===== src/rtl/mem_stage_access.sv =====
// Purpose : MEM pipeline stage. Unpacks the EX/MEM bus, performs the data-memory
//           access over a req/ack handshake and registers the MEM/WB bus.
// Latency : 1 cycle for non-memory ops; memory ops take 2+ cycles (req in IDLE, ack in BUSY).
// Backpr. : Stall holds upstream while an access is outstanding; a BUSY access with no
//           ack for TIMEOUT_CYCLES cycles is aborted, and bus_err pulses once.
//
// Ports:
//   CLK, RST          clock (rising edge), synchronous active-high reset
//   EX_MEM_in[172:0]  {WB,MEM,PC4,RD1,BT,Brc,ALU,RD2,rd}
//   dmem_*            data-memory request/ack interface (word address, byte enables)
//   Stall             upstream must hold EX_MEM_in this edge
//   bus_err           one-cycle pulse after an access times out
//   MEM_WB_out[70:0]  registered {WB,load_data,ALU,rd}
//   mem_misalign      (only with MEM_MISALIGN_TRAP_EN) registered pulse on a trapped access
//
// Configuration macro: MEM_MISALIGN_TRAP_EN
//   defined   : misaligned half/word accesses are not issued, flagged on mem_misalign
//   undefined : low address bits are ignored per lane rules, every access issues

module mem_stage_access #(
  parameter int TIMEOUT_CYCLES = 64
) (
  input  logic         CLK,
  input  logic         RST,
  input  logic [172:0] EX_MEM_in,
  output logic         dmem_req,
  output logic         dmem_we,
  output logic [31:0]  dmem_addr,
  output logic [3:0]   dmem_be,
  output logic [31:0]  dmem_wdata,
  input  logic         dmem_ack,
  input  logic [31:0]  dmem_rdata,
  output logic         Stall,
  output logic         bus_err,
  output logic [70:0]  MEM_WB_out
`ifdef MEM_MISALIGN_TRAP_EN
  ,
  output logic         mem_misalign
`endif
);

  localparam int CW = (TIMEOUT_CYCLES > 2) ? $clog2(TIMEOUT_CYCLES) : 1;
  localparam logic [CW-1:0] CNT_LAST = CW'(TIMEOUT_CYCLES - 1);

  typedef enum logic {S_IDLE, S_BUSY} state_t;

  // Bus fields
  logic [1:0]  wb;
  logic [4:0]  mem;
  logic [31:0] alu;
  logic [31:0] rd2;
  logic [4:0]  rd;

  assign wb  = EX_MEM_in[172:171];
  assign mem = EX_MEM_in[170:166];
  assign alu = EX_MEM_in[68:37];
  assign rd2 = EX_MEM_in[36:5];
  assign rd  = EX_MEM_in[4:0];

  // PC4, RD1, BT and Brc belong to other stages.
  logic unused_fields;
  assign unused_fields = ^EX_MEM_in[165:69];

  logic       mem_read, mem_write, load_sext, access;
  logic [1:0] size;
  logic [1:0] a;

  assign mem_read  = mem[4];
  assign mem_write = mem[3];
  assign size      = mem[2:1];
  assign load_sext = mem[0];
  assign access    = mem_read | mem_write;
  assign a         = alu[1:0];

  // Misaligned-access trap
  logic trap;
`ifdef MEM_MISALIGN_TRAP_EN
  // Byte is always aligned; reserved size 11 behaves as word.
  assign trap = access & (((size == 2'b01) & a[0]) |
                          (((size == 2'b00) | (size == 2'b11)) & (a != 2'b00)));
`else
  assign trap = 1'b0;
`endif

  logic issue;
  assign issue = access & ~trap;

  // Store lanes and load extraction
  logic [3:0]  store_be;
  logic [7:0]  byte_sel;
  logic [15:0] half_sel;
  logic [31:0] load_data;

  always_comb begin
    store_be   = 4'b1111;
    dmem_wdata = rd2;
    case (size)
      2'b10: begin
        store_be   = 4'b0001 << a;
        dmem_wdata = {4{rd2[7:0]}};
      end
      2'b01: begin
        store_be   = a[1] ? 4'b1100 : 4'b0011;
        dmem_wdata = {2{rd2[15:0]}};
      end
      default: begin
        store_be   = 4'b1111;
        dmem_wdata = rd2;
      end
    endcase
  end

  // Both MemRead and MemWrite set is a store.
  assign dmem_we   = mem_write;
  assign dmem_be   = mem_write ? store_be : 4'b1111;
  assign dmem_addr = {alu[31:2], 2'b00};

  always_comb begin
    byte_sel  = 8'h00;
    load_data = dmem_rdata;
    case (a)
      2'd0:    byte_sel = dmem_rdata[7:0];
      2'd1:    byte_sel = dmem_rdata[15:8];
      2'd2:    byte_sel = dmem_rdata[23:16];
      default: byte_sel = dmem_rdata[31:24];
    endcase
    half_sel = a[1] ? dmem_rdata[31:16] : dmem_rdata[15:0];
    case (size)
      2'b10:   load_data = {{24{load_sext & byte_sel[7]}}, byte_sel};
      2'b01:   load_data = {{16{load_sext & half_sel[15]}}, half_sel};
      default: load_data = dmem_rdata;
    endcase
  end

  // FSM
  state_t        state, state_nxt;
  logic [CW-1:0] cnt, cnt_nxt;
  logic [70:0]   mw_nxt;
  logic          err_nxt;
  logic          req_c, stall_c;

  always_comb begin
    state_nxt = state;
    cnt_nxt   = cnt;
    mw_nxt    = '0;  // bubble unless a result is ready
    err_nxt   = 1'b0;
    req_c     = 1'b0;
    stall_c   = 1'b0;
    case (state)
      S_IDLE: begin
        if (issue) begin
          req_c     = 1'b1;
          stall_c   = 1'b1;
          cnt_nxt   = '0;
          state_nxt = S_BUSY;
        end else if (!trap) begin
          mw_nxt = {wb, 32'b0, alu, rd};
        end
      end
      S_BUSY: begin
        req_c = 1'b1;
        if (dmem_ack) begin
          mw_nxt    = {wb, (mem_write ? 32'b0 : load_data), alu, rd};
          state_nxt = S_IDLE;
        end else if (cnt == CNT_LAST) begin
          // Abort: let the instruction retire with zero data so the core moves on.
          mw_nxt    = {wb, 32'b0, alu, rd};
          err_nxt   = 1'b1;
          state_nxt = S_IDLE;
        end else begin
          stall_c = 1'b1;
          cnt_nxt = cnt + 1'b1;
        end
      end
      default: state_nxt = S_IDLE;
    endcase
  end

  // Held low during reset so an abandoned request is never presented.
  assign dmem_req = req_c & ~RST;
  assign Stall    = stall_c & ~RST;

  always_ff @(posedge CLK) begin
    if (RST) begin
      state      <= S_IDLE;
      cnt        <= '0;
      MEM_WB_out <= '0;
      bus_err    <= 1'b0;
    end else begin
      state      <= state_nxt;
      cnt        <= cnt_nxt;
      MEM_WB_out <= mw_nxt;
      bus_err    <= err_nxt;
    end
  end

`ifdef MEM_MISALIGN_TRAP_EN
  always_ff @(posedge CLK) begin
    if (RST) mem_misalign <= 1'b0;
    else     mem_misalign <= (state == S_IDLE) & trap;
  end
`endif

endmodule


===== config.mk =====
export PLATFORM = sky130hd
export DESIGN_NAME = mem_stage_access
export DESIGN_NICKNAME = d
export VERILOG_FILES = /design/src/rtl/mem_stage_access.sv
export SDC_FILE = /design/constraint.sdc
export NUM_CORES = 1
export LEC_CHECK = 0
export CAP_MARGIN = 5
export CORE_AREA = 8 8 129 131
export CTS_CLUSTER_SIZE = 8
export DETAILED_ROUTE_END_ITERATION = 7
export DIE_AREA = 0 0 137 139
export PLACE_DENSITY_LB_ADDON = 0.25
export REMOVE_ABC_BUFFERS = 1
export SYNTH_ARGS = -nofsm -noshare
export SYNTH_HDL_FRONTEND = slang
export SYNTH_SLANG_ARGS = --single-unit

===== constraint.sdc =====
create_clock -name CLK -period 3.31 [get_ports CLK]
set_input_delay 0.662 -clock CLK [delete_from_list [all_inputs] [get_ports CLK]]
set_output_delay 0.662 -clock CLK [all_outputs]
set_load 0.05 [all_outputs]

==> results.json, run 1 <==
{
  "multi_input_area_mm2": 0.00157,
  "synth_area_mm2": 0.00361,
  "p_clk_share_pct": 31.0,
  "area_delta_synth_final_pct": 82.8,
  "rr_worst_depth": 7,
  "ir_drop_mv": 0.225,
  "htree_levels": 3,
  "p_comb_share_pct": 34.4,
  "num-fill-cells": 1430,
  "rr_endpoint": "MEM_WB_out[12]$_SDFF_PP0_",
  "worstSetupEndpointType": "primary output",
  "crit_chain": "clkdlybuf4s50_1 > inv_1 > ha_2 > buf_4 > nor2b_1 > o21ai_0 > buf_12",
  "wl_met1_um": 5210,
  "period_share_pct": 94.9,
  "p_sw_share_pct": 32.8,
  "seqPwrFrac_pct": 34.5,
  "seq_area_mm2": 0.00158,
  "p_leak_nw": 2.54,
  "wl_met2_um": 6800,
  "antenna_cells": 0,
  "drv_cap": 0,
  "rrSetupSlack_ns": 1.37,
  "antenna_found_initial": 0,
  "nets": 826,
  "antenna_left": 0,
  "crit_path_max_fanout": 17,
  "tightestPinTransition_ns": 0.633,
  "drv_slew": 0,
  "slew-limit-headroom_pct": 57.6,
  "ys_async_sr_fraction_pct": 0,
  "via_count": 3634,
  "finClkSkew_ns": 0.00852,
  "avgSynthCellArea_um2": 8.96,
  "route.detailed.drc": 0,
  "cts.sinks": 79,
  "root_buffer": "clkbuf_16",
  "grt_max_degree": 40,
  "p_int_w": 0.00193,
  "grt_pass1_wl_um": 21100,
  "clock.fmax_mhz": 319,
  "fin_area_mm2": 0.00660,
  "worstHoldEndpoint": "cnt[5]$_SDFFE_PP0P_",
  "place_hpwl_um": 11600,
  "gp_congestion": 0.807,
  "yosysSeqAreaShare_pct": 43.8,
  "final_cell_mix": "clkdlybuf4s50_1 (221), dfxtp_1 (79), nand2_1 (55)",
  "timing.rr.start": "cnt[0]$_SDFFE_PP0P_",
  "placementRows": 45,
  "numCtsBuffers": 9,
  "insertion_delay_ns": 0.33,
  "power.density_mw_per_mm2": 436,
  "initial_core_util_pct": 24.5,
  "postCtsSetupRepairBufs": 0,
  "first_iter_violations": 192,
  "layout.cells.non_filler": 807,
  "wirelength_um": 14200,
  "dr.max_layer_used": "met4",
  "track_usage_pct": 14.2,
  "grt_pass1_vias": 3845,
  "synth_edf_count": 0,
  "portBuffers": 251,
  "drive_gt1_share_pct": 13.2,
  "dr.pass1.iters": 4,
  "postCtsHoldBufs": 0,
  "cts_tree": "built",
  "cts_resized": 0,
  "grt_overflow": 0,
  "wl_per_cell_um": 17.5,
  "via_per_inst": 4.50,
  "die_area_mm2": 0.0190,
  "place_inst": 792,
  "met3WireLength_um": 1980,
  "max_stage_delay_ns": 0.50,
  "hold_class": "flop to flop",
  "crit_type": "input port to primary output",
  "hold_viol_final": 0,
  "hold_depth": 2,
  "die_width_um": 137,
  "core_mm2": 0.0148,
  "fp.dieH_um": 139,
  "p_sw_w": 0.000945,
  "rsz0062_at_grt": "false",
  "cp.arrival_ns": 2.48,
  "clk_path_buf_depth": 2,
  "ys_warn_count": 0,
  "status": "finished, final reports clean",
  "hold_path.startpoint": "cnt[5]$_SDFFE_PP0P_",
  "clkTransAtPathRegs_ns": 0.06,
  "crit_required_ns": 2.65,
  "pin_count": 351,
  "min_period_ns": 3.14,
  "start_kind": "input port",
  "critPathSlowestCell": "clkdlybuf4s50_1",
  "synth-seq-cells": 79,
  "final_common_cell": "clkdlybuf4s50_1",
  "finalSetupViolCount": 0,
  "synth.distinct_cells": 41,
  "placed_area_mm2": 0.00633,
  "synthFlopType": "dfxtp_1",
  "synthCells": 403
}
per-layer routing:
| metal | vias up | track usage (%) |
|---|---|---|
| met5 | - | 0 |
| met2 | 200 | 24.2 |
| li1 | 1765 | - |
| met4 | 0 | 4.06 |
| met1 | 1658 | 14.5 |
| met3 | 11 | 7.79 |
registers in the layout, indices dropped and copies added (netlist names):
signal      count
MEM_WB_out     71
cnt             6
state           1
bus_err         1
per-stage QoR:
stage,util (%),power (W),hold slack (ns),setup WS (ns),setup TNS [ns]
6_report,44.7,0.00288,0.504,0.170,0
5_1_grt,44.7,0.00300,0.532,0.0923,0
4_1_cts,44.7,0.00292,0.503,0.153,0
3_5_place_dp,42.9,0.00201,0.491,0.138,0
3_3_place_gp,42.9,0.00201,0.468,0.175,0
2_1_floorplan,-,0.00141,0.456,-0.167,-2.82
final cells by class:
| type | instances | area share, % |
|---|---|---|
| Clock buffer | 11 | 3.68 |
| Clock inverter | 4 | 0.341 |
| Inverter | 7 | 0.398 |
| Multi-Input combinational cell | 249 | 23.8 |
| Sequential cell | 79 | 24.0 |
| Tap cell | 188 | 3.56 |
| Timing Repair Buffer | 269 | 44.3 |
critical path: cells and delay by family:
kind	cells	cell delay [ns]
AND/OR/NAND/NOR	1	0.26
adder cells (fa/ha/maj)	1	0.30
AO/OA/AOI/OAI	1	0.27
buffers and inverters	4	0.98
power groups by stage:
stage / Clock (W) / Combinational [W] / Sequential [W]
3_5_place_dp: 0 / 0.000998 / 0.00101
6_report: 0.000893 / 0.000990 / 0.000994
5_1_grt: 0.000964 / 0.00104 / 0.000996
2_1_floorplan: 0 / 0.000294 / 0.00112
4_1_cts: 0.000928 / 0.00100 / 0.000994
3_3_place_gp: 0 / 0.000992 / 0.00101
Yosys cell counts, types with 2 or more instances:
master | count | area [µm²]
a21oi_1 | 31 | 155
a221o_1 | 7 | 70.1
a221oi_1 | 4 | 35.0
a22o_1 | 8 | 70.1
a22oi_1 | 9 | 67.6
a311o_1 | 4 | 40.0
and2_1 | 40 | 250
and2b_1 | 2 | 15.0
buf_1 | 2 | 7.51
buf_2 | 7 | 35.0
buf_4 | 41 | 308
buf_6 | 2 | 22.5
clkbuf_1 | 15 | 56.3
clkbuf_2 | 2 | 10.0
dfxtp_1 | 79 | 1580
ha_1 | 3 | 37.5
inv_1 | 7 | 26.3
mux2_2 | 7 | 78.8
mux4_2 | 4 | 90.1
nand2_1 | 55 | 206
nand2b_1 | 2 | 12.5
nand3_1 | 4 | 20.0
nor2_1 | 7 | 26.3
nor2b_1 | 7 | 43.8
nor3_1 | 4 | 20.0
nor3_2 | 2 | 20.0
o21ai_0 | 29 | 145
or2_2 | 4 | 25.0
or3_1 | 3 | 18.8
logic make-up after synthesis:
group / Yosys count / share of synthesized area, %
AND/OR/NAND/NOR: 133 / 19.0
AO/OA/AOI/OAI: 100 / 18.5
flip-flops: 79 / 43.8
buffers and inverters: 76 / 12.9
multiplexers: 11 / 4.68
adder cells (fa/ha/maj): 3 / 1.04
other: 1 / 0.104
worst max path at each step:
stage / start / end / slack [ns] / depth (start not counted)
final: EX_MEM_in[167] / dmem_be[1] / 0.17 / 7
after global routing: EX_MEM_in[167] / dmem_be[1] / 0.09 / 7
after CTS: EX_MEM_in[167] / dmem_be[1] / 0.15 / 7
after detailed placement: EX_MEM_in[167] / MEM_WB_out[46]$_SDFF_PP0_ / 0.14 / 8
after global placement: EX_MEM_in[167] / MEM_WB_out[45]$_SDFF_PP0_ / 0.17 / 8
after floorplan: EX_MEM_in[167] / dmem_wdata[16] / -0.17 / 3
No activity file was read; power rests on OpenSTA's default activity.
==> run 2: changes to the inputs <==
--- a/config.mk
+++ b/config.mk
@@ -7,7 +7,6 @@
 export LEC_CHECK = 0
 export CAP_MARGIN = 5
 export CORE_AREA = 8 8 129 131
-export CTS_CLUSTER_SIZE = 8
 export DETAILED_ROUTE_END_ITERATION = 7
 export DIE_AREA = 0 0 137 139
 export PLACE_DENSITY_LB_ADDON = 0.25
==> results of run 2 <==
Same layout as run 1: the final DEF is identical, and so are final timing and power.
==> run 3: changes to the inputs <==
--- a/config.mk
+++ b/config.mk
@@ -5,10 +5,12 @@
 export SDC_FILE = /design/constraint.sdc
 export NUM_CORES = 1
 export LEC_CHECK = 0
+export ABC_AREA = 1
 export CAP_MARGIN = 5
-export CORE_AREA = 8 8 129 131
+export CORE_AREA = 8 8 132 134
+export CTS_BUF_LIST = sky130_fd_sc_hd__clkbuf_4 sky130_fd_sc_hd__clkbuf_8 sky130_fd_sc_hd__clkbuf_16
 export DETAILED_ROUTE_END_ITERATION = 7
-export DIE_AREA = 0 0 137 139
+export DIE_AREA = 0 0 140 142
 export PLACE_DENSITY_LB_ADDON = 0.25
 export REMOVE_ABC_BUFFERS = 1
 export SYNTH_ARGS = -nofsm -noshare
==> run 3 against run 2 <==
Clock skew fell by 0.0024 ns. Critical path depth did not move. First-iteration DRC count fell by 1.6%. Critical path type unchanged. Largest cell class unchanged. Largest power group is now the clock network. Highest routed layer unchanged.
==> results.json, run 3 <==
{
  "htree_levels": 3,
  "synth.distinct_cells": 36,
  "pin_count": 351,
  "min_period_ns": 3.14,
  "finalHoldWorstSlack_ns": 0.512,
  "dr.pass1.iters": 5,
  "placed_area_mm2": 0.00637,
  "synthFlopType": "dfxtp_1",
  "power.density_mw_per_mm2": 436,
  "numCtsBuffers": 9,
  "crit_required_ns": 2.65,
  "grt_pass1_vias": 4482,
  "hold_viol_final": 0,
  "hold_class": "flop to flop",
  "synth_area_leaders": "dfxtp_1 (40%), nand2_1 (11%), buf_4 (8.1%)",
  "final_cell_mix": "clkdlybuf4s50_1 (220), nand2_1 (116), dfxtp_1 (79)",
  "die_width_um": 140,
  "start_kind": "input port",
  "p_leak_nw": 2.88,
  "nets": 968,
  "cts_tree": "built",
  "ir_drop_mv": 0.215,
  "crit_path_max_fanout": 8,
  "gp_congestion": 0.798,
  "finClkSkew_ns": 0.00614,
  "largest-register": "MEM_WB_out",
  "final_common_cell": "clkdlybuf4s50_1",
  "clock.fmax_mhz": 319,
  "insertion_delay_ns": 0.33,
  "avgSynthCellArea_um2": 7.36,
  "postCtsHoldBufs": 0,
  "num-fill-cells": 1526,
  "placementRows": 46,
  "crit_type": "input port to primary output",
  "grt_max_degree": 40,
  "finalSetupViolCount": 0,
  "ys_warn_count": 0,
  "worstSetupEndpointType": "primary output",
  "power_w": 0.00291,
  "synth_edf_count": 0,
  "synth_area_mm2": 0.00400,
  "via_count": 4277,
  "wl_per_cell_um": 17.3,
  "first_iter_violations": 189,
  "cts.sinks": 79,
  "seq_area_mm2": 0.00158,
  "post-route-util_pct": 43.3,
  "yosysSeqAreaShare_pct": 39.5,
  "antenna_found_initial": 0,
  "antenna_cells": 0,
  "drv_slew": 0,
  "drv_cap": 0,
  "via_per_inst": 4.48,
  "wirelength_um": 16600,
  "ys_async_sr_fraction_pct": 0,
  "postCtsSetupRepairBufs": 0,
  "grt_overflow": 0,
  "root_buffer": "clkbuf_16",
  "die_area_mm2": 0.0199,
  "status": "finished, final reports clean",
  "synthCells": 543,
  "antenna_left": 0,
  "multi_input_area_mm2": 0.00171,
  "initial_core_util_pct": 25.9,
  "synthMostInstantiatedCell": "nand2_1",
  "yosys.area.top_type": "dfxtp_1",
  "route.detailed.drc": 0,
  "tightestPinTransition_ns": 0.587,
  "core_mm2": 0.0154,
  "cts_resized": 0,
  "area_delta_synth_final_pct": 66.9,
  "drive_gt1_share_pct": 13.1,
  "postLayoutSetupSlackWorst_ns": 0.171,
  "fin_area_mm2": 0.00668,
  "top_regs": "MEM_WB_out: 71 flops, cnt: 6 flops",
  "period_share_pct": 94.8,
  "grt_pass1_wl_um": 24800,
  "place_hpwl_um": 13200,
  "largest_reg_flops": 71,
  "synth_top_cell_area_share_pct": 39.5,
  "synth-seq-cells": 79,
  "rsz0062_at_grt": "false",
  "clk_path_buf_depth": 2,
  "netlist_top_cells_count": "nand2_1 (116), dfxtp_1 (79), nor2_1 (72), inv_1 (57), buf_4 (43)",
  "portBuffers": 251,
  "fp.dieH_um": 142,
  "track_usage_pct": 16.2,
  "place_ws_ns": 0.156,
  "slew-limit-headroom_pct": 60.7,
  "clkTransAtPathRegs_ns": 0.06,
  "cp.arrival_ns": 2.48
}
run 3: final timing paths:
kind | start | end | slack [ns] | cells past startpoint
min reg2reg | cnt[4]$_SDFFE_PP0P_ | cnt[4]$_SDFFE_PP0P_ | 0.51 | 2
min | cnt[4]$_SDFFE_PP0P_ | cnt[4]$_SDFFE_PP0P_ | 0.51 | 2
max | EX_MEM_in[167] | dmem_wdata[27] | 0.17 | 7
max reg2reg | cnt[0]$_SDFFE_PP0P_ | MEM_WB_out[17]$_SDFF_PP0_ | 1.59 | 8
run 3: metal layers:
layer | routed length [µm] | vias to the layer above | GRT usage, % | share of wire [%]
met4 | 263 | 0 | 5.77 | 1.6
met5 | 0 | - | 0 | 0
met3 | 1880 | 19 | 6.88 | 11
met1 | 6410 | 1907 | 16.4 | 39
li1 | - | 2094 | - | -
met2 | 7990 | 257 | 29.2 | 48
run 3: area by class of cell:
cell class | instances | share of cell area (%)
timing repair buffer | 264 | 38.9
multi-input combinational | 341 | 25.5
sequential | 79 | 23.7
clock buffer | 12 | 3.81
inverter | 62 | 3.69
tap | 192 | 3.60
clock inverter | 4 | 0.787
run 3: cell families (layout without fill, tap and decap cells):
group                      after synthesis  after routing  synth area share, %
AOI/OAI and AO/OA                       97             97                 13.9
xor gates and xnor gates                 2              2                0.438
and+or+nand+nor                        237            237                 27.1
adders and majority gates                3              3                0.939
other                                    1              2               0.0938
buffers and inverters                  124            342                 18.0
DFF                                     79             79                 39.5
run 3: through the flow:
step	instances	setup TNS, ns
finish	954	0
global route	954	0
CTS	954	0
detailed placement	938	0
global placement	938	0
floorplan	482	-15.55
run 3: critical path: stages:
cell	delay [ns]
clkdlybuf4s50_1	0.48
inv_1	0.05
ha_2	0.28
nor2_1	0.48
a21oi_1	0.18
nand2_1	0.13
buf_4	0.21
run 3: power breakdown:
| group | internal (W) | switching (W) |
|---|---|---|
| combinational | 0.000327 | 0.000578 |
| clock | 0.000626 | 0.000394 |
| sequential | 0.000977 | 0.0000101 |
| total | 0.00193 | 0.000981 |
==> patch 1, RTL diff (flow settings as in run 2) <==
Set the parameter `TIMEOUT_CYCLES` to 128 (it was 64).
--- a/src/rtl/mem_stage_access.sv
+++ b/src/rtl/mem_stage_access.sv
@@ -18,7 +18,7 @@
 //   undefined : low address bits are ignored per lane rules, every access issues
 
 module mem_stage_access #(
-  parameter int TIMEOUT_CYCLES = 64
+  parameter int TIMEOUT_CYCLES = 128
 ) (
   input  logic         CLK,
   input  logic         RST,
Formal check against the unedited RTL: no difference found for any inputs over 10 cycles, from zero or initial values and one cycle with RST high; that may be too few to reach the edited logic, so the function may still have changed.
==> patch 1 against run 2 <==
- sequential cell count grew 1
- synthesized area is 2.3% higher
- worst hold slack worse by 12 ps
- setup slack lost 42 ps
- total power grew 9.3%
- utilization up 1.2 points
- cell area rose by 2.7%
- wire length up 9.3%
- fmax decreased by 1.3%
- critical endpoint is now dmem_wdata[26]
- largest cell class unchanged
==> patch 1: results (changes against run 2) <==
set qor(synth.area.top_cells) {sky130_fd_sc_hd__dfxtp_1, sky130_fd_sc_hd__buf_4, sky130_fd_sc_hd__and2_1} ;# unchanged
set qor(synth.top_cells.by_count) {sky130_fd_sc_hd__dfxtp_1, sky130_fd_sc_hd__nand2_1, sky130_fd_sc_hd__buf_4} ;# unchanged
set qor(grt_pass1_vias) 3842 ;# was 3845
set qor(cp.arrival_ps) 2520 ;# was 2480 ps
set qor(final_max_slew_viol_count) 0 ;# unchanged
set qor(finalNetCount) 818 ;# was 826
set qor(status) {completed} ;# unchanged
set qor(grt_pass1_wl_um) 22770 ;# was 21130 um
set qor(crit_path_end) {dmem_wdata[26]} ;# was dmem_be[1]
set qor(synth-seq-area-share) 0.4339 ;# was 0.4381
set qor(worst_r2r_endpoint) {MEM_WB_out[48]} ;# was MEM_WB_out[12]
set qor(largestRegisters) {MEM_WB_out x71, cnt x7} ;# was MEM_WB_out x71, cnt x6
set qor(cts.htree.levels) 3 ;# unchanged
set qor(clk_pin_slew_ps) 60 ;# about the same
set qor(cts_root_buf) {sky130_fd_sc_hd__clkbuf_16} ;# unchanged
set qor(crit-reg2reg-launch) {state} ;# was cnt[0]
set qor(avgRoutedWirePerCell_um) 19.37 ;# was 17.55 um
set qor(irDropWorstVdd_v) 0.0002527 ;# was 0.0002254 V
set qor(critical_path.max_stage_delay_ps) 500 ;# about the same
set qor(synth.distinct_cells) 42 ;# was 41
set qor(io_buffer_count) 251 ;# unchanged
set qor(fin_skew_ps) 4.953 ;# was 8.519 ps
set qor(via_count) 3640 ;# was 3634
set qor(source_to_sink_clock_delay_at_the_later_pin_of_the_worst_skew_pair_ps) 330 ;# about the same
set qor(reported_leakage_power_nw) 2.614 ;# was 2.541 nW
set qor(rrSetupSlack_ps) 1240 ;# was 1370 ps
set qor(place.gp.congestion) 0.8741 ;# was 0.8068
set qor(dpl-instance-area_um2) 6444 ;# was 6335 um2
set qor(drt_iter0_markers) 286 ;# was 192
set qor(reg2reg_depth) 4 ;# was 7
set qor(detailedRoute.firstPassIterationCount) 4 ;# unchanged
set qor(largest_net_degree_at_the_start_of_global_routing) 38 ;# was 40
set qor(cap_viol_max_count) 0 ;# unchanged
set qor(grt_util_all_layers) 0.1561 ;# was 0.1419
set qor(cp_slowest_cell) {sky130_fd_sc_hd__clkdlybuf4s50_1} ;# unchanged
set qor(worst_slew_pin_slew_ps) 725.8 ;# was 633.3 ps
set qor(crit_path_max_fanout) 11 ;# was 17
set qor(post-dp-hpwl_um) 12440 ;# was 11550 um
set qor(final_layout_size_suffix_gt1_frac) 0.1391 ;# was 0.1325
set qor(antenna_found_initial) 0 ;# unchanged
set qor(cp-startpoint) {EX_MEM_in[168]} ;# was EX_MEM_in[167]
[patch 1: area by class of cell]
type                    instances  area [um2]
repair buffers                268        2930
multi-input cells             238        1639
clock inverters                 3       90.09
fillers                      1387        7971
flip-flops and latches         80        1602
well taps                     188       235.2
clock buffers                  12       246.5
inverters                      10       37.54
[patch 1: through the flow]
step                power (mW)  instances  worst slack, ps
global route             3.259        799            54.73
CTS                      3.179        799            147.1
global placement         2.024        784            177.1
detailed placement       2.030        784            153.2
floorplan                1.424        328           -183.0
finish                   3.143        799            128.6
[patch 1: how the worst min path moves through the flow]
stage,startpoint,endpoint,slack (ps)
floorplan,cnt[5],cnt[5],450
global placement,cnt[5],cnt[5],470
detailed placement,cnt[5],cnt[5],490
CTS,cnt[4],cnt[4],500
global route,cnt[4],cnt[4],520
finish,cnt[4],cnt[4],490
[patch 1: layer usage]
metal  global-route usage  vias to the layer above  wire, um
li1                     -                     1751         -
met1               0.1986                     1725      6865
met2               0.2508                      155      7285
met3              0.04819                        9      1211
met4              0.03547                        0       111
met5                    0                        -         0
[patch 1: cells by family (layout without fill, tap and decap cells)]
logic type	count (synthesis)	count (layout)	synth area share
xor gates and xnor gates	1	1	0.002373
other	1	2	0.001016
AOI/OAI and AO/OA	83	83	0.1603
adders and majority gates	3	3	0.01017
buffers and inverters	78	293	0.1237
and+or+nand+nor	130	130	0.1871
muxes	19	19	0.08136
DFF	80	80	0.4339
[patch 1: worst min-delay path, delay by kind of cell (launching register included)]
family / cells / cell delay [ps]
flip-flops: 1 / 330
AND/OR/NAND/NOR: 1 / 60
multiplexers: 1 / 60
[patch 1: power breakdown]
group / switching, mW / internal (mW) / leakage, nW
clock: 0.381 / 0.754 / 0.163
combinational: 0.571 / 0.433 / 1.80
sequential: 0.00923 / 0.994 / 0.650
total: 0.961 / 2.18 / 2.61
==> patch 2, RTL diff (config.mk and constraints of run 2) <==
Without the edit above. Put one more register stage on the output `bus_err`, with the module's reset. The value now appears one clock later. The other outputs are not delayed to match. Comments in the files are not updated.
--- a/src/rtl/mem_stage_access.sv
+++ b/src/rtl/mem_stage_access.sv
@@ -44,6 +44,8 @@
 
   typedef enum logic {S_IDLE, S_BUSY} state_t;
 
+  logic bus_err_s0;
+
   // Bus fields
   logic [1:0]  wb;
   logic [4:0]  mem;
@@ -185,12 +187,12 @@
       state      <= S_IDLE;
       cnt        <= '0;
       MEM_WB_out <= '0;
-      bus_err    <= 1'b0;
+      bus_err_s0 <= 1'b0;
     end else begin
       state      <= state_nxt;
       cnt        <= cnt_nxt;
       MEM_WB_out <= mw_nxt;
-      bus_err    <= err_nxt;
+      bus_err_s0 <= err_nxt;
     end
   end
 
@@ -201,5 +203,13 @@
   end
 `endif
 
+  always_ff @(posedge CLK) begin
+    if (RST) begin
+      bus_err <= '0;
+    end else begin
+      bus_err <= bus_err_s0;
+    end
+  end
+
 endmodule
 
Function: no difference found for any inputs over 10 cycles, from zero or initial values and one cycle with RST high; that may be too few to reach the edited logic, so the function may still have changed.
==> patch 2 against run 2 <==
- cell area increased by 0.70%
- non-clock buffer count decreased by 1
- total power increased by 0.94%
- utilization increased by 0.31 points
- clock skew increased by 1.6 ps
- setup slack improved by 130 ps
- first-iteration DRC count decreased by 46%
- sequential cell count increased by 1
- synthesized area decreased by 0.21%
- synthesized cell count decreased by 2.0%
- wire length increased by 4.7%
- global-route usage increased by 0.43 points
- via count increased by 1.0%
- sequential share of layout area increased by 0.13 points
- critical path type unchanged
==> patch 2: results (changes against run 2) <==
set qor(synth-seq-area-share) 0.4446 ;# was 0.4381
set qor(cts_root_buf) {sky130_fd_sc_hd__clkbuf_16} ;# unchanged
set qor(final_layout_size_suffix_gt1_frac) 0.1305 ;# was 0.1325
set qor(worst_hold_startpoint) {bus_err_s0} ;# was cnt[5]
set qor(crit-reg2reg-launch) {cnt[0]} ;# unchanged
set qor(clk_pin_slew_ps) 70
set qor(post-dp-hpwl_um) 12010 ;# was 11550 um
set qor(crit_required_ps) 2650 ;# about the same
set qor(finalNetCount) 819 ;# was 826
set qor(detailedRoute.firstPassIterationCount) 4 ;# unchanged
set qor(synth.top_cells.by_count) {sky130_fd_sc_hd__dfxtp_1, sky130_fd_sc_hd__nand2_1, sky130_fd_sc_hd__buf_4} ;# unchanged
set qor(worst_slew_pin_slew_ps) 743.5 ;# was 633.3 ps
set qor(cp.arrival_ps) 2350 ;# was 2480 ps
set qor(yosys_warnings) 0 ;# unchanged
set qor(irDropWorstVdd_v) 0.0001986 ;# was 0.0002254 V
set qor(grt_pass1_wl_um) 21330 ;# was 21130 um
set qor(avgRoutedWirePerCell_um) 18.50 ;# was 17.55 um
set qor(grt_util_all_layers) 0.1462 ;# was 0.1419
set qor(cp-startpoint) {EX_MEM_in[167]} ;# unchanged
set qor(io_buffer_count) 251 ;# unchanged
set qor(antenna_found_initial) 0 ;# unchanged
set qor(post-place-ws_ps) 123.9 ;# was 137.8 ps
set qor(synth-edff-count) 0 ;# unchanged
set qor(reg2reg_depth) 6 ;# was 7
set qor(cts_max_path_buffers) 2 ;# unchanged
set qor(place.gp.congestion) 0.8234 ;# was 0.8068
set qor(worst_r2r_endpoint) {cnt[3]} ;# was MEM_WB_out[12]
set qor(whs_path_depth) 1 ;# was 2
set qor(largest_net_degree_at_the_start_of_global_routing) 40 ;# unchanged
set qor(synth.area.top_cells) {sky130_fd_sc_hd__dfxtp_1, sky130_fd_sc_hd__buf_4, sky130_fd_sc_hd__and2_1} ;# unchanged
set qor(rrSetupSlack_ps) 1420 ;# was 1370 ps
set qor(status) {completed} ;# unchanged
set qor(fin_skew_ps) 10.14 ;# was 8.519 ps
set qor(synth.distinct_cells) 43 ;# was 41
set qor(grt_pass1_vias) 3795 ;# was 3845
set qor(via_count) 3672 ;# was 3634
set qor(crit_path_max_fanout) 20 ;# was 17
set qor(reported_leakage_power_nw) 2.555 ;# was 2.541 nW
set qor(drt_iter0_markers) 104 ;# was 192
set qor(whs_endpoint) {bus_err} ;# was cnt[5]
set qor(num_antenna_cells) 0 ;# unchanged
set qor(cap_viol_max_count) 0 ;# unchanged
set qor(largestRegisters) {MEM_WB_out x71, cnt x6} ;# unchanged
set qor(dpl-instance-area_um2) 6352 ;# was 6335 um2
set qor(synth-async-reset-ratio) 0 ;# unchanged
set qor(cts.htree.levels) 3 ;# unchanged
==> patch 2: kinds of logic (layout without fill, tap and decap cells) <==
family,Yosys count,count (layout),share of synthesized area
multiplexers,13,13,0.05592
buffers and inverters,74,291,0.1243
other,1,2,0.001041
AND/OR/NAND/NOR,129,129,0.1886
flip-flops,80,80,0.4446
adder cells (fa/ha/maj),3,3,0.01042
AO/OA/AOI/OAI,95,95,0.1751
==> patch 2: worst max path at each step <==
stage | endpoint | cells past startpoint
6_report | dmem_wdata[23] | 7
2_1_floorplan | dmem_wdata[16] | 3
3_5_place_dp | dmem_wdata[23] | 7
4_1_cts | dmem_wdata[23] | 7
3_3_place_gp | dmem_wdata[23] | 7
5_1_grt | dmem_wdata[23] | 7
==> patch 2: area by class of cell <==
type | count | area, um2
Fill cell | 1389 | 8105
Timing Repair Buffer | 268 | 2930
Sequential cell | 80 | 1602
Multi-Input combinational cell | 242 | 1569
Clock buffer | 12 | 256.5
Tap cell | 188 | 235.2
Clock inverter | 4 | 27.53
Inverter | 7 | 26.28
==> patch 2: worst max-delay path: stages <==
cell                              delay (ps)
sky130_fd_sc_hd__clkdlybuf4s50_1         430
sky130_fd_sc_hd__inv_1                   110
sky130_fd_sc_hd__ha_4                    300
sky130_fd_sc_hd__or2_2                   270
sky130_fd_sc_hd__nand2_1                  70
sky130_fd_sc_hd__o21ai_0                 320
sky130_fd_sc_hd__buf_12                  190
==> patch 2: per-stage QoR <==
| stage | std cells | hold slack (ps) | setup TNS [ps] | power, mW |
|---|---|---|---|---|
| finish | 801 | 443.7 | 0 | 2.903 |
| CTS | 801 | 447.2 | 0 | 2.943 |
| detailed placement | 785 | 425.5 | 0 | 1.977 |
| global placement | 785 | 421.9 | 0 | 1.971 |
| global route | 801 | 464.1 | 0 | 3.017 |
| floorplan | 329 | 413.8 | -2606 | 1.388 |
==> patch 2: per-layer routing <==
layer  up-vias  track usage  wire length, um
li1       1759            -                -
met1      1676       0.1580             5815
met2       220       0.2461             6914
met3        17      0.05978             1815
met4         0      0.05892              272
met5         -            0                0
==> patch 2: repair_timing <==
item                       4_1_cts  5_1_grt
buffers inserted                 0        0
setup endpoints to repair        0        1
resized for setup                0        1
==> patch 2: where the power goes <==
| part | internal (mW) | switching, mW |
|---|---|---|
| Combinational | 0.421 | 0.535 |
| Sequential | 0.989 | 0.00844 |
| Clock | 0.551 | 0.399 |
